File: config.mk
export PLATFORM = sky130hd
export DESIGN_NAME = scp_mem_arbiter
export DESIGN_NICKNAME = d
export VERILOG_FILES = /design/src/rtl/scp_arb_pkg.sv /design/src/rtl/scp_arb_pick.sv /design/src/rtl/scp_mem_arbiter.sv
export SDC_FILE = /design/constraint.sdc
export NUM_CORES = 1
export LEC_CHECK = 0
export CORE_ASPECT_RATIO = 0.6
export CORE_UTILIZATION = 45
export CTS_BUF_LIST = sky130_fd_sc_hd__clkbuf_8
export CTS_CLUSTER_SIZE = 16
export DETAILED_ROUTE_END_ITERATION = 7
export PLACE_DENSITY = 0.88
export SKIP_LAST_GASP = 1
export SYNTH_ARGS = -nofsm -noshare
export SYNTH_HDL_FRONTEND = slang
export SYNTH_SLANG_ARGS = --single-unit
File: constraint.sdc
create_clock -name clk -period 7.9 [get_ports clk]
set_input_delay 1.58 -clock clk [delete_from_list [all_inputs] [get_ports clk]]
set_output_delay 1.58 -clock clk [all_outputs]
set_load 0.05 [all_outputs]
File: src/rtl/scp_arb_pkg.sv
// Shared types and constants for the scratchpad memory arbiter.
package scp_arb_pkg;

    typedef enum logic [1:0] {IDLE, ACCESS, DONE} arb_state_t;
    typedef enum logic {SRC_IF, SRC_D} src_t;

    localparam int unsigned ARB_CNT_W = 32;

    function automatic logic [ARB_CNT_W-1:0] sat_inc(input logic [ARB_CNT_W-1:0] v);
        return (&v) ? v : v + ARB_CNT_W'(1);
    endfunction

endpackage

File: src/rtl/scp_arb_pick.sv
// Combinational round-robin picker: a tie goes to the source not served last.
module scp_arb_pick
    import scp_arb_pkg::*;
(
    input  logic if_req,
    input  logic d_req,
    input  src_t last_src,
    output logic grant_valid,
    output src_t grant_src
);

    always_comb begin
        grant_valid = if_req | d_req;
        if (if_req && d_req) begin
            grant_src = (last_src == SRC_IF) ? SRC_D : SRC_IF;
        end else if (d_req) begin
            grant_src = SRC_D;
        end else begin
            grant_src = SRC_IF;
        end
    end

endmodule

File: src/rtl/scp_mem_arbiter.sv
// Shares one fixed-latency memory between fetch and load/store requesters.
// Define SCP_ARB_PERF_CNT_EN to add internal grant/conflict/stall counters.
module scp_mem_arbiter
    import scp_arb_pkg::*;
#(
    parameter int ADDR_W  = 32,
    parameter int DATA_W  = 32,
    parameter int MEM_LAT = 2
) (
    input  logic              clk,
    input  logic              rst,
    input  logic              if_req,
    input  logic [ADDR_W-1:0] if_addr,
    output logic              if_gnt,
    output logic              if_rvalid,
    output logic [DATA_W-1:0] if_rdata,
    input  logic              d_req,
    input  logic              d_we,
    input  logic [ADDR_W-1:0] d_addr,
    input  logic [DATA_W-1:0] d_wdata,
    output logic              d_gnt,
    output logic              d_rvalid,
    output logic [DATA_W-1:0] d_rdata,
    output logic              mem_en,
    output logic              mem_we,
    output logic [ADDR_W-1:0] mem_addr,
    output logic [DATA_W-1:0] mem_wdata,
    input  logic [DATA_W-1:0] mem_rdata
);

    localparam int CNT_W = (MEM_LAT > 1) ? $clog2(MEM_LAT) : 1;

    if (MEM_LAT < 1) begin : g_bad_lat
        $error("scp_mem_arbiter: MEM_LAT must be at least 1");
    end

    arb_state_t        state_q;
    src_t              last_src_q;
    src_t              src_q;
    logic [CNT_W-1:0]  cnt_q;
    logic              mem_en_q;
    logic              mem_we_q;
    logic [ADDR_W-1:0] mem_addr_q;
    logic [DATA_W-1:0] mem_wdata_q;
    logic              if_rvalid_q;
    logic              d_rvalid_q;
    logic [DATA_W-1:0] if_rdata_q;
    logic [DATA_W-1:0] d_rdata_q;

    logic grant_valid;
    src_t grant_src;
    logic idle;
    logic grant_fire;

    scp_arb_pick u_pick (
        .if_req      (if_req),
        .d_req       (d_req),
        .last_src    (last_src_q),
        .grant_valid (grant_valid),
        .grant_src   (grant_src)
    );

    assign idle       = (state_q == IDLE);
    assign grant_fire = idle & grant_valid;
    assign if_gnt     = grant_fire & (grant_src == SRC_IF);
    assign d_gnt      = grant_fire & (grant_src == SRC_D);

    assign mem_en    = mem_en_q;
    assign mem_we    = mem_we_q;
    assign mem_addr  = mem_addr_q;
    assign mem_wdata = mem_wdata_q;
    assign if_rvalid = if_rvalid_q;
    assign d_rvalid  = d_rvalid_q;
    assign if_rdata  = if_rdata_q;
    assign d_rdata   = d_rdata_q;

    always_ff @(posedge clk or posedge rst) begin
        if (rst) begin
            state_q     <= IDLE;
            last_src_q  <= SRC_IF;
            src_q       <= SRC_IF;
            cnt_q       <= '0;
            mem_en_q    <= 1'b0;
            mem_we_q    <= 1'b0;
            mem_addr_q  <= '0;
            mem_wdata_q <= '0;
            if_rvalid_q <= 1'b0;
            d_rvalid_q  <= 1'b0;
            if_rdata_q  <= '0;
            d_rdata_q   <= '0;
        end else begin
            if_rvalid_q <= 1'b0;
            d_rvalid_q  <= 1'b0;
            case (state_q)
                IDLE: begin
                    if (grant_valid) begin
                        state_q    <= ACCESS;
                        src_q      <= grant_src;
                        last_src_q <= grant_src;
                        cnt_q      <= CNT_W'(MEM_LAT - 1);
                        mem_en_q   <= 1'b1;
                        if (grant_src == SRC_D) begin
                            mem_we_q    <= d_we;
                            mem_addr_q  <= d_addr;
                            mem_wdata_q <= d_wdata;
                        end else begin
                            mem_we_q    <= 1'b0;
                            mem_addr_q  <= if_addr;
                            mem_wdata_q <= '0;
                        end
                    end
                end
                ACCESS: begin
                    if (cnt_q == '0) begin
                        state_q  <= DONE;
                        mem_en_q <= 1'b0;
                        mem_we_q <= 1'b0;
                        // Stores still pulse d_rvalid as an ack, with zero data.
                        if (src_q == SRC_IF) begin
                            if_rvalid_q <= 1'b1;
                            if_rdata_q  <= mem_rdata;
                        end else begin
                            d_rvalid_q <= 1'b1;
                            d_rdata_q  <= mem_we_q ? '0 : mem_rdata;
                        end
                    end else begin
                        cnt_q <= cnt_q - CNT_W'(1);
                    end
                end
                DONE:    state_q <= IDLE;
                default: state_q <= IDLE;
            endcase
        end
    end

`ifdef SCP_ARB_PERF_CNT_EN
    logic [ARB_CNT_W-1:0] if_gnt_cnt;
    logic [ARB_CNT_W-1:0] d_gnt_cnt;
    logic [ARB_CNT_W-1:0] conflict_cnt;
    logic [ARB_CNT_W-1:0] stall_cnt;

    always_ff @(posedge clk or posedge rst) begin
        if (rst) begin
            if_gnt_cnt   <= '0;
            d_gnt_cnt    <= '0;
            conflict_cnt <= '0;
            stall_cnt    <= '0;
        end else begin
            if (if_gnt)                   if_gnt_cnt   <= sat_inc(if_gnt_cnt);
            if (d_gnt)                    d_gnt_cnt    <= sat_inc(d_gnt_cnt);
            if (idle && if_req && d_req)  conflict_cnt <= sat_inc(conflict_cnt);
            if (!idle && (if_req || d_req)) stall_cnt  <= sat_inc(stall_cnt);
        end
    end
`endif

endmodule
Word-level counts from Yosys, hierarchy flattened
Cells that the tools add are included.
{"block": "op_classes", "n_addsub": 1, "mul": 0, "div_mod_pow": 0, "magnitude_cmp": 0, "eq_ne": 3, "n_shift": 0, "mux": 22, "bitwise_logic": 7, "reduce_logical": 9}
{"cell": "32-bit 2-to-1 mux", "count": 3}
{"cell": "1-bit 2-to-1 mux", "count": 13}
{"cell": "3-bit AND reduction", "count": 3}
{"cell": "1-bit one-hot mux with 2 select lines", "count": 3}
{"cell": "2-bit AND reduction", "count": 3}
{"cell": "2-bit 2-to-1 mux", "count": 2}
{"cell": "2-bit inequality test, second input constant", "count": 2}
{"cell": "2-bit one-hot mux with 2 select lines", "count": 1}
{"cell": "1-bit AND", "count": 3}
{"cell": "1-bit inverter", "count": 3}
{"cell": "2-bit by 1-bit == test with 1-bit output, second input constant", "count": 1}
{"cell": "2-bit logical NOT", "count": 1}
{"cell": "2-bit nonzero test", "count": 1}
{"cell": "1-bit logical AND", "count": 1}
{"cell": "1-bit bitwise OR", "count": 1}
{"cell": "1-bit subtractor, second input constant", "count": 1}
{"block": "totals", "reg_bits": 136, "latch_bits": 0, "ramBits": 0, "rom_bits": 0, "in_bits": 133, "wordCells": 53, "memories": 0}

Logic depth before layout (Yosys ltp)
{"block": "depth", "depth_word": 5, "mapped_depth": 5}

By module
From an unflattened synthesis, not the netlist that was laid out.
{"block": "hier_totals", "hier_cells": 513, "hier_area_um2": 5564.1}
{"mod": "scp_mem_arbiter", "n_inst": 1, "cells_per_inst": 511, "area_each_um2": 5550.3}
{"mod": "scp_arb_pick", "n_inst": 1, "cells_per_inst": 2, "area_each_um2": 13.8}

Least setup slack after synthesis
Ideal clock, no wire load.
{"block": "synth_path", "path_type": "in2out", "start": "in d_req", "end": "out d_gnt", "arrival_time_ns": 2.379, "required_time_ns": 6.320, "setup_slack_ns": 3.941, "path_stages": 4, "n_path_buf": 2, "path_cell_list": "a21boi_1 -> and2_1 -> buf_2 -> buf_4"}
{"block": "synth_via", "elab_chain_cells": 3}
{"item": "start, declared", "line_no": "scp_mem_arbiter.sv:17", "source": "input logic d_req,"}
{"item": "1-bit bitwise OR (tied with other cells)", "line_no": "scp_arb_pick.sv:13", "source": "grant_valid = if_req | d_req;"}
{"item": "1-bit AND / 1-bit 2-to-1 mux (equally long branches)", "line_no": "scp_mem_arbiter.sv:64, scp_arb_pick.sv:14"}
{"item": "1-bit AND (*)", "line_no": "scp_mem_arbiter.sv:66", "source": "assign d_gnt = grant_fire & (grant_src == SRC_D);"}
{"item": "end, declared", "line_no": "scp_mem_arbiter.sv:21", "source": "output logic d_gnt,"}
Every way passes the cells marked *; elsewhere a longest branch is shown, timed or not.

Final worst setup path
{"block": "layout_path", "start": "in d_req", "end": "out if_gnt"}
{"block": "layout_via", "elab_chain_cells": 4}
{"item": "1-bit 2-to-1 mux / 1-bit logical AND (equally long branches)", "line_no": "scp_arb_pick.sv:16, scp_arb_pick.sv:14"}
{"item": "1-bit 2-to-1 mux", "line_no": "scp_arb_pick.sv:14", "source": "if (if_req && d_req) begin"}
{"item": "1-bit inverter", "line_no": "scp_mem_arbiter.sv:65", "source": "assign if_gnt = grant_fire & (grant_src == SRC_IF);"}
{"item": "1-bit AND (*)", "line_no": "scp_mem_arbiter.sv:65"}
{"item": "end, declared", "line_no": "scp_mem_arbiter.sv:14", "source": "output logic if_gnt,"}
Marks and branches as above.

==> metrics.yaml <==
status: "finished clean"
grt_first_pass_wirelength_um: 23440
cp_data_required_time_ns: 6.32
synth_cell_types: 23
crit_end: "if_gnt"
clk_latency_ns: 0.42
synth_common_cells: "dfrtp_1 (136), nand2_1 (36), nand2b_1 (34), and3_1 (33), o21ai_0 (33)"
min_period_over_period_pct: 71.85
fin_nets: 804
dieArea_sq_um: 12340
grt_pass1_vias: 4449
hpwlAfterDp_um: 10820
synthesis.nets: 548
peakVddDrop_v: 0.0003065
synth_most_common_cell: "dfrtp_1"
vias: 4319
crit_start: "d_req"
cts_sinks: 136
period_needed_ns: 5.676
cp.arrival_ns: 4.10
worstSetupPathType: "primary input to output port"
wl_per_cell_um: 17.85
dpl_cell_area_sq_um: 8105
drt_first_pass_iters: 4
rows: 30
worst_setup_path_end_kind: "output port"
synth.largest_area_cell: "dfrtp_1"
drt.antenna.violating_nets: 0
fin_area_sq_um: 8514
core-area_sq_um: 11450
dp_slack_ns: 2.235
cts_made_buffers: 17
drt_iter0_drc: 172
hold_viol_final: 0
drv_slew: 0
p_leak_nw: 3.770
drive_gt1_share_pct: 10.67
cts_hold_buf: 0
synth_flop_cell: "dfrtp_1"
antenna_cells: 0
drcViolationCount: 0
fmax_ghz: 0.1762
cp_max_fo: 33
synth_area_leaders: "dfrtp_1 (64%), mux2_2 (6.3%), a221o_1 (6.0%)"
r2r_slack_ns: 5.20
worstRegToRegCells: 3
synth_top_area_share_pct: 63.63
synth.avg_cell_area_sq_um: 12.89
wl_um: 15060
worstReg2RegStart: "state_q[0]$_DFFE_PP0P_"
grt_overflow_total: 0
yosys_warnings: 0
whs_ns: 0.4817
crit_path_start_kind: "primary input"
cts.path.max_buffers: 2
post_cts_buffers: 0
fin_worst_skew_ns: 0.01589
clock-root-buffer: "clkbuf_8"
setup_violations: 0
clk_pin_slew_ns: 0.07
totalPowerFinal_w: 0.004487
fp.dieW_um: 142.8
hold_path.class: "flop to flop"
start_util_pct: 46.72
max_cap_viol_count: 0
worst_pin_slew_ns: 1.198
setup_tns_ns: 0
die_y_um: 86.45
synth_enable_flop_cells: 0
p_per_area_nw_per_um2: 527.0
rsz0062_at_grt: "false"
h-tree-depth: 4
syn_inst: 415
ys_seq_elements: 136
vias_per_cell: 5.117
cts_tree: "built"
io_pins: 267
grt_usage_pct: 25.16
place_congestion: 0.7422
syn-cell-area_sq_um: 5349
grt_max_degree: 84
io_buffers: 266
setup_ws_ns: 2.224
cts_resized: 0
ys_seq_area_share_pct: 63.63
synthArstFlopShare_pct: 100.0
antenna_found_initial: 0
nFillCells: 787
r2r_end: "mem_addr[10]$_DFFE_PP0N_"
area_delta_synth_final_pct: 59.18
slew_headroom_pct: 20.12
## flip-flops by register name (all words and copies together), names as in the netlist
name	count
cnt_q	1
d_rdata	32
d_rvalid	1
if_rdata	32
if_rvalid	1
mem_addr	32
mem_en	1
mem_wdata	32
mem_we	1
src_q	1
state_q	2
## cells in the final DEF, fill, tap and decap left out
master | synthesis | routed
clkdlybuf4s50_1 | 0 | 266
dfrtp_1 | 136 | 136
nand2_1 | 36 | 36
nand2b_1 | 34 | 34
o21ai_0 | 33 | 33
and3_1 | 33 | 33
a22o_1 | 32 | 32
a221o_1 | 32 | 32
mux2_2 | 30 | 30
clkbuf_8 | 0 | 18
inv_6 | 0 | 7
buf_4 | 1 | 5
inv_1 | 4 | 3
clkinvlp_4 | 0 | 3
clkinv_4 | 0 | 3
mux2_1 | 2 | 2
bufinv_16 | 0 | 2
nand4bb_2 | 0 | 1
nor2_2 | 1 | 1
o21ai_4 | 0 | 1
or3b_4 | 1 | 1
nor2_8 | 1 | 1
a21boi_1 | 1 | 1
and2_1 | 1 | 1
a21o_1 | 1 | 1
a32o_1 | 1 | 1
## power by group
group	total (W)	internal [W]	switching, W
clock	0.000581	0.000297	0.000284
combinational	0.00265	0.000945	0.00171
sequential	0.00125	0.00104	0.000213
## stage by stage
step                util [%]  std cells
CTS                    74.37        844
global placement       70.80        812
finish                 74.37        844
floorplan                  -        415
global route           74.37        844
detailed placement     70.80        812
## worst min-delay path by stage
stage / from / end / slack (ns) / cells after the start
2_1_floorplan: cnt_q$_DFFE_PP0P_ / cnt_q$_DFFE_PP0P_ / 0.48 / 2
4_1_cts: mem_en$_DFFE_PP0P_ / mem_en$_DFFE_PP0P_ / 0.49 / 2
3_5_place_dp: mem_en$_DFFE_PP0P_ / mem_en$_DFFE_PP0P_ / 0.46 / 2
6_report: mem_en$_DFFE_PP0P_ / mem_en$_DFFE_PP0P_ / 0.48 / 2
5_1_grt: d_rdata[20]$_DFFE_PP0P_ / d_rdata[20]$_DFFE_PP0P_ / 0.51 / 2
3_3_place_gp: d_rdata[23]$_DFFE_PP0P_ / d_rdata[23]$_DFFE_PP0P_ / 0.46 / 2
## cell families (layout without fill, tap and decap cells)
group                  after synthesis  after routing  share of synthesized area (%)
DFF                                136            136                          63.63
and+or+nand+nor                    108            108                          11.39
AOI/OAI and AO/OA                  101            101                          14.88
buffers and inverters               38            307                          3.368
muxes                               32             32                          6.737
## worst max-delay path: stages
cell and delay (ns):
clkdlybuf4s50_1 0.47, nand2b_1 0.10, and3_1 0.96, clkdlybuf4s50_1 0.98
## area by class of cell
cell class	count	area, sq um	area share [%]
clock buffer	18	247.7	2.910
timing repair buffer	271	2700	31.71
sequential	136	3403	39.97
tap	160	200.2	2.351
multi-input combinational	241	1782	20.93
clock inverter	14	161.4	1.896
inverter	4	20.02	0.2351
## routing by layer
layer / routed length [um] / part of all wire, % / vias to the layer above / track usage, %
met5: 0 / 0 / - / 0
met4: 186 / 1.2 / 0 / 8.602
met3: 1236 / 8.2 / 12 / 7.735
met2: 7477 / 50 / 171 / 43.32
met1: 6164 / 41 / 2117 / 30.32
li1: - / - / 2019 / -
Note: power is estimated with default switching activity, not from simulation.
